==> src/rtl/me_full_search_engine.sv <==
// Full-search block-matching motion estimator: scans every candidate offset
// in a (BLK+2*RANGE)^2 search window, accumulating SAD against a BLKxBLK
// reference block, and reports the best motion vector with a start/completed
// handshake. Optional early exit abandons candidates that cannot win.
module me_full_search_engine #(
  parameter int unsigned PIX_W      = 8,
  parameter int unsigned BLK        = 16,
  parameter int unsigned RANGE      = 8,
  parameter int unsigned DIST_W     = 16,
  parameter int unsigned EARLY_EXIT = 0,
  localparam int unsigned SWIN      = BLK + 2 * RANGE,
  localparam int unsigned AR_W      = $clog2(BLK * BLK),
  localparam int unsigned AS_W      = $clog2(SWIN * SWIN),
  localparam int unsigned MV_W      = $clog2(2 * RANGE) + 1
) (
  input  logic              clk,
  input  logic              rst_n,
  input  logic              start,
  output logic              busy,
  output logic [AR_W-1:0]   addr_r,
  input  logic [PIX_W-1:0]  r_data,
  output logic [AS_W-1:0]   addr_s,
  input  logic [PIX_W-1:0]  s_data,
  output logic [MV_W-1:0]   motion_x,
  output logic [MV_W-1:0]   motion_y,
  output logic [DIST_W-1:0] best_dist,
  output logic              completed
);

  localparam int unsigned C_W = $clog2(2 * RANGE);
  localparam int unsigned P_W = $clog2(BLK);
  localparam logic [C_W-1:0] C_MAX = C_W'(2 * RANGE - 1);
  localparam logic [P_W-1:0] P_MAX = P_W'(BLK - 1);

  typedef enum logic [1:0] {IDLE = 2'd0, RUN = 2'd1, DRAIN = 2'd2} state_t;

  state_t state, state_nx;
  logic   busy_nx;

  // Generator position (next address to issue) and the chosen issue position
  logic [C_W-1:0] gx, gy, ix, iy, gx_nx, gy_nx;
  logic [P_W-1:0] pi, pj, ii, ij, pi_nx, pj_nx;

  // Tags travelling with the address (stage a) and with the returned data (stage b)
  logic           va, fa, la, vb, fb, lb;
  logic [C_W-1:0] xa, ya, xb, yb;

  logic [DIST_W-1:0] acc, best, sad_c;
  logic [C_W-1:0]    bx, by;
  logic [PIX_W-1:0]  diff_c;
  logic [DIST_W:0]   sum_c;
  logic first_cand_b, last_cand_b, take_c, prune_c, fin_c;
  logic issue_c, last_issue_c, run_end_c;

  // Absolute difference, saturating accumulate, compare and prune decisions
  always_comb begin
    diff_c       = (r_data >= s_data) ? (r_data - s_data) : (s_data - r_data);
    sum_c        = (fb ? '0 : {1'b0, acc}) + (DIST_W+1)'(diff_c);
    sad_c        = sum_c[DIST_W] ? '1 : sum_c[DIST_W-1:0];
    first_cand_b = (xb == '0) && (yb == '0);
    last_cand_b  = (xb == C_MAX) && (yb == C_MAX);
    take_c       = vb && lb && (first_cand_b || (sad_c < best));
    prune_c      = (EARLY_EXIT != 0) && vb && !lb && !first_cand_b && (sad_c >= best)
                   && (state == RUN) && (gx == xb) && (gy == yb);
    fin_c        = vb && last_cand_b && (lb || prune_c);
  end

  // Address generator: pick issue position (jump ahead on prune) and advance
  always_comb begin
    ix = gx;
    iy = gy;
    ii = pi;
    ij = pj;
    if (prune_c) begin
      ii = '0;
      ij = '0;
      if (gx == C_MAX) begin
        ix = '0;
        iy = gy + C_W'(1);
      end else begin
        ix = gx + C_W'(1);
      end
    end
    issue_c      = (state == RUN) && !(prune_c && last_cand_b);
    last_issue_c = (ix == C_MAX) && (iy == C_MAX) && (ii == P_MAX) && (ij == P_MAX);
    run_end_c    = (issue_c && last_issue_c) || (prune_c && last_cand_b);
    gx_nx = ix;
    gy_nx = iy;
    pi_nx = ii;
    pj_nx = ij + P_W'(1);
    if (ij == P_MAX) begin
      pj_nx = '0;
      pi_nx = ii + P_W'(1);
      if (ii == P_MAX) begin
        pi_nx = '0;
        gx_nx = ix + C_W'(1);
        if (ix == C_MAX) begin
          gx_nx = '0;
          gy_nx = iy + C_W'(1);
        end
      end
    end
  end

  // Next-state logic; busy stays high through the completed cycle
  always_comb begin
    state_nx = state;
    busy_nx  = 1'b0;
    case (state)
      IDLE:    if (start) state_nx = RUN;
      RUN:     if (run_end_c) state_nx = DRAIN;
      DRAIN:   if (completed) state_nx = IDLE;
      default: state_nx = IDLE;
    endcase
    busy_nx = (state_nx != IDLE);
  end

  // State register
  always_ff @(posedge clk or negedge rst_n) begin
    if (!rst_n) begin
      state <= IDLE;
      busy  <= 1'b0;
    end else begin
      state <= state_nx;
      busy  <= busy_nx;
    end
  end

  // Address registers, generator position and tag pipeline
  always_ff @(posedge clk or negedge rst_n) begin
    if (!rst_n) begin
      gx <= '0; gy <= '0; pi <= '0; pj <= '0;
      addr_r <= '0; addr_s <= '0;
      va <= 1'b0; fa <= 1'b0; la <= 1'b0; xa <= '0; ya <= '0;
      vb <= 1'b0; fb <= 1'b0; lb <= 1'b0; xb <= '0; yb <= '0;
    end else begin
      if (state == IDLE) begin
        gx <= '0; gy <= '0; pi <= '0; pj <= '0;
      end else if (issue_c) begin
        gx <= gx_nx; gy <= gy_nx; pi <= pi_nx; pj <= pj_nx;
        addr_r <= AR_W'(32'(ii) * BLK + 32'(ij));
        addr_s <= AS_W'((32'(iy) + 32'(ii)) * SWIN + 32'(ix) + 32'(ij));
      end
      va <= issue_c;
      fa <= (ii == '0) && (ij == '0);
      la <= (ii == P_MAX) && (ij == P_MAX);
      xa <= ix;
      ya <= iy;
      vb <= va && !prune_c;
      fb <= fa;
      lb <= la;
      xb <= xa;
      yb <= ya;
    end
  end

  // Accumulator, running best and published results
  always_ff @(posedge clk or negedge rst_n) begin
    if (!rst_n) begin
      acc       <= '0;
      best      <= '1;
      bx        <= '0;
      by        <= '0;
      motion_x  <= '0;
      motion_y  <= '0;
      best_dist <= '1;
      completed <= 1'b0;
    end else begin
      completed <= fin_c;
      if (vb) acc <= sad_c;
      if (take_c) begin
        best <= sad_c;
        bx   <= xb;
        by   <= yb;
      end
      if (fin_c) begin
        best_dist <= take_c ? sad_c : best;
        motion_x  <= MV_W'(take_c ? xb : bx) - MV_W'(RANGE);
        motion_y  <= MV_W'(take_c ? yb : by) - MV_W'(RANGE);
      end
    end
  end

endmodule

==> config.mk <==
export PLATFORM = sky130hd
export DESIGN_NAME = me_full_search_engine
export DESIGN_NICKNAME = d
export VERILOG_FILES = /design/src/rtl/me_full_search_engine.sv
export SDC_FILE = /design/constraint.sdc
export NUM_CORES = 1
export LEC_CHECK = 0
export CORE_MARGIN = 2
export CORE_UTILIZATION = 52
export CTS_BUF_LIST = sky130_fd_sc_hd__clkbuf_16
export DETAILED_ROUTE_END_ITERATION = 8
export GPL_TIMING_DRIVEN = 0
export PLACE_DENSITY = 0.72
export SLEW_MARGIN = 15
export SYNTH_ARGS = -nofsm -noshare
export SYNTH_HDL_FRONTEND = slang
export SYNTH_SLANG_ARGS = --single-unit
==> constraint.sdc <==
create_clock -name clk -period 3.9 [get_ports clk]
set_input_delay 0.78 -clock clk [delete_from_list [all_inputs] [get_ports clk]]
set_output_delay 0.78 -clock clk [all_outputs]
set_load 0.05 [all_outputs]
Yosys cells after proc, flatten, opt, wreduce, memory -nomap -nowiden
Cells that the tools add are included.

Logic and storage cells: 104. Bits in registers: 126. Output and inout port bits: 46. Input bits: 19.

Reductions and logical operators: 27. Order comparisons: 2. Add/subtract/negate cells: 13. Bitwise operators: 1. Equal/unequal tests: 8. Multiplexer cells: 27.

Operators with widths (count): 4-bit 2-to-1 mux (19); 16-bit 2-to-1 mux (3); 4-bit == test (second input constant) (6); 10-bit by 4-bit adder with 10-bit output (2); 16-bit by 8-bit adder with 17-bit output (1); 4-bit by 1-bit adder with 4-bit output (second input constant) (4); 4-bit logical NOT (4); 16-bit less-than comparator (1); 8-bit subtractor (2); 1-bit logical AND (12); 2-bit nonzero test (5); 4-bit by 4-bit subtractor with 5-bit output (second input constant) (2); 8-bit by 4-bit adder with 8-bit output (1); 8-bit greater-or-equal comparator (1); 8-bit 2-to-1 mux (1); 2-bit 2-to-1 mux (3); 2-bit one-hot mux with 3 select lines (1); 4-bit by 4-bit adder with 5-bit output (1); 2-bit AND reduction (2); 4-bit AND reduction (1); 3-bit AND reduction (1); 2-bit by 1-bit == test with 1-bit output (second input constant) (1); 2-bit == test (second input constant) (1); 2-bit logical NOT (1); 2 further kinds (2).

Longest topological paths before layout
Depth after elaboration: 9. Gate-level depth with buffers: 30. Mapped depth without buffers: 27.

Worst setup path after synthesis
No wires, ideal clock.

Path type: input port to flip-flop. Start point: input port r_data[4]. End point: register best[10]. Path buffers: 3. Data arrival time: 6.218 ns. Library setup time: 0.082 ns. Data required time: 3.818 ns. Stages on the path: 26. Path slack: -2.400 ns. Path through: inv_1 > ha_1 > buf_2 > o21ai_0 > a21oi_1 > o22ai_1 > and2_1 > clkbuf_1 > a221oi_1 > o21ai_0 > xnor2_1 > ha_1 > a21o_1 > a211oi_1 > a21oi_2 > nand2_1 > o21a_1 > inv_1 > ha_1 > a2111oi_4 > o2111ai_1 > and3_1 > nor4_4 > o21bai_4 > buf_6 > mux2_4.

Cells in the longest elaborated chain, start to end: 8. Elaborated cells on any way between the ends: 10. Classes of those cells: add/sub (3); order compare (2); mux (3); reduce/logical (2).

RTL lines: from (decl) (line 21) `input logic [PIX_W-1:0] r_data,`; 8-bit subtractor or 8-bit greater-or-equal comparator (tied branches) (line 57) `diff_c = (r_data >= s_data) ? (r_data - s_data) : (s_data - r_data);`; 8-bit 2-to-1 mux (*) (line 57); 16-bit by 8-bit adder with 17-bit output (*) (line 58) `sum_c = (fb ? '0 : {1'b0, acc}) + (DIST_W+1)'(diff_c);`; 16-bit 2-to-1 mux (*) (line 59) `sad_c = sum_c[DIST_W] ? '1 : sum_c[DIST_W-1:0];`; named net sad_c[13] (line 48) `logic [DIST_W-1:0] acc, best, sad_c;`; 16-bit less-than comparator (*) (line 62) `take_c = vb && lb && (first_cand_b || (sad_c < best));`; 1-bit logical OR (*) (line 62); 1-bit logical AND (*) (line 62); 16-bit 2-to-1 mux (*); to (signal assigned) (line 161) `best <= '1;`; to (signal assigned) (line 172) `best <= sad_c;`; to (decl) (line 48).

Mark *: on every way through the listed nets, which the timed path passes. The rest lies on a longest branch. A chain may end at the register's enable or synchronous reset.

Worst setup path after layout
Start point: input port r_data[4]. End point: register bx[2].

Cells in the longest elaborated chain, start to end: 7. Elaborated cells on any way between the ends: 9. Classes of those cells: add/sub (3); order compare (2); mux (2); reduce/logical (2).

RTL lines: 8-bit subtractor or 8-bit greater-or-equal comparator (tied branches) (line 57); 8-bit 2-to-1 mux (*) (line 57); 16-bit by 8-bit adder with 17-bit output (*) (line 58); 16-bit 2-to-1 mux (*) (line 59); named net sad_c[12] (line 48); 16-bit less-than comparator (*) (line 62); 1-bit logical OR (*) (line 62); 1-bit logical AND (*) (line 62); to (signal assigned) (line 162) `bx <= '0;`; to (signal assigned) (line 173) `bx <= xb;`; to (decl) (line 49) `logic [C_W-1:0] bx, by;`.

Marked as above.

==> summary.txt <==
outcome -> finished, violations left
failing checks -> setup timing
Syn-to-layout area delta -> 42.6%
Crit. Startpoint -> r_data[4]
total core area -> 0.0131 sq mm
Buf+Inv Stages, Crit Path -> 7
maximum VDD drop -> 0.351 mV
H-tree levels -> 4
Initial Util -> 52.8%
CP max FO -> 5
cell area after synthesis -> 0.00691 sq mm
CTS tree -> yes
Top delay family on crit path -> compound AO/OA/AOI/OAI gates
Most common cell on crit path -> buf_6
top cells by count, synth -> dfrtp_1 (92), nand2_1 (87), nor2_1 (58)
synth warn -> 0
Yosys reg bits -> 124
post-route insts no fill -> 1039
Port Buffers -> 64
vias in the first global route -> 5881
Crit Reg-Reg Startpoint -> fb
final-report hold violation count -> 0
number of synthesized flops with an enable pin -> 0
Startpoint Class -> input port
register area share after synthesis -> 45.5%
CP Data Required Time -> 4.21 ns
GRT Total Usage -> 25.0%
Die ar. -> 0.0142 sq mm
CP Class -> input port to register
pre-CTS setup slack -> -2.92 ns
Hold Path Class -> input port to asynchronous set/reset pin
die height -> 119 um
leading area contributor after synthesis -> dfrtp_1
mean post-synth cell area -> 9.81 sq um
most common cell in the netlist -> dfrtp_1
DR pass1 iterations -> 5
initial DRC count -> 369
Clock Skew -> 0.00933 ns
syn nets -> 780
Slew Limit Headroom -> 58.8%
min cycle time layout -> 5.58 ns
Routed Antenna Nets -> 0
Yosys cell types -> 64
CP arrival -> 5.88 ns
hpwl dp -> 11200 um
Vias/cell -> 5.56
post-route setup slack -> -1.68 ns
TritonCTS Sinks -> 124
layout cell share with drive strength beyond 1 -> 34.3%
grt ovf -> 0
endpoints failing setup -> 61
drt wl/cell -> 17.6 um
RSZ-0062 raised after global routing -> true
DRC -> 0
total power draw -> 6.02 mW
slowest cell delay on critical path -> 0.39 ns
Top Ports -> 65
ys async rst share -> 100%
clk_lat worst skew -> 0.42 ns
Synth top area share -> 33.3%
Root Driver -> clkbuf_16
Worst Max-Slew Pin Slew -> 0.619 ns
clock buffer count from CTS -> 17
slowest CP cell -> or3b_4
final wirelength -> 18300 um
PwrDens -> 610 mW/mm^2
diode count -> 0
Post-synth top flop -> dfrtp_1
Die Width -> 119 um
largest net degree at the start of global routing -> 88
Max Freq -> 0.179 GHz
MaxCap Viol Count -> 0
initial antenna violation count -> 0
fin nets -> 926
CP endpoint kind -> register
cell area after layout -> 0.00985 sq mm
clock slew seen by the registers of the worst setup and hold paths -> 0.06 ns
post-synthesis cell count -> 704
synth top area cells -> dfrtp_1 (33%), dfstp_2 (12%), ha_1 (9.4%)
setup TNS -> -79.07 ns
Slew Viols, Final -> 0
crit share post-route -> 143%
Vias -> 5780
Leakage -> 4.47 nW
# rows -> 42
dpl cells -> 945
first-pass GRT wire length -> 28200 um
Area after DPL -> 0.00800 sq mm
GPL Wtd Cong -> 0.903
clk buf depth -> 2
## final timing paths
kind                                end  slack [ns]  depth (start not counted)
max in group asynchronous       best[0]        2.90                          2
max reg2reg                best_dist[5]       -0.82                         21
min in group clk                     fb        0.35                          0
min reg2reg                          fb        0.35                          0
min                         motion_y[0]        0.25                          1
max                               bx[2]       -1.68                         28
## placed cells by master, fill, tap and decap left out, types with 9 or more instances in the layout
cell type,Yosys,layout
buf_6,3,20
o21ai_0,55,36
ha_1,52,33
inv_1,52,42
clkbuf_16,0,19
dfrtp_1,92,92
ha_4,0,15
nor2_1,58,48
o21ai_1,2,14
xor2_1,15,15
mux2_4,3,9
a21o_1,12,12
clkdlybuf4s50_1,0,47
buf_4,2,45
mux2i_1,13,10
dfstp_2,32,32
clkbuf_1,15,14
nor2b_1,17,17
a21oi_2,1,15
a21oi_1,48,27
nand2_1,87,79
## stage by stage
stage / hold WS, ns / util [%]
after global routing: 0.271 / 75.3
after floorplan: 0.331 / -
after detailed placement: 0.336 / 61.2
final: 0.251 / 75.3
after global placement: 0.332 / 60.9
after CTS: 0.258 / 71.7
## power breakdown
group / internal (mW) / switching [mW] / total, mW / leakage (nW)
sequential: 1.41 / 0.0821 / 1.49 / 1.51
clock: 1.01 / 0.619 / 1.63 / 0.291
combinational: 1.30 / 1.59 / 2.89 / 2.68
## cell families (layout without fill, tap and decap cells)
logic type	count (synthesis)	after routing	share of synthesized area (%)
buffers and inverters	81	240	5.00
flip-flops	124	124	45.5
AO/OA/AOI/OAI	168	168	15.9
XOR/XNOR	23	23	2.92
multiplexers	29	29	4.65
adder cells (fa/ha/maj)	57	57	10.9
AND/OR/NAND/NOR	222	222	15.2
## layer usage
metal	vias to the layer above	routed length [um]	track usage (%)
li1	2734	-	-
met1	2859	7340	30.9
met2	140	9680	43.0
met3	47	723	5.51
met4	0	527	8.85
met5	-	0	0
## what timing repair did
item | CTS | global route
buffers inserted | 41 | 20
gates cloned | 4 | 1
pin swaps | 42 | 42
endpoints found under the setup margin | 64 | 64
resized for setup | 128 | 84
endpoints found under the hold margin | 0 | 0
hold buffers | 0 | 0
## area by class of cell
cell class                 count  area (sq um)
buffer                        26           186
clock inverter                15           188
sequential                   124          3140
tap                          176           220
fill                         831          3230
clock buffer                  17           425
timing repair buffer         130          1270
multi-input combinational    499          4210
inverter                      52           210
## flip-flops by register name, indices dropped and copies added (netlist names), 2 cells and up
register   flops
ya             4
xb             4
best          16
state          2
ij             4
xa             4
gy             4
yb             4
acc           16
addr_s        10
addr_r         8
by             4
bx             4
ii             4
motion_y       4
best_dist     16
motion_x       4
gx             4
Power figures use the tool's default switching activity.
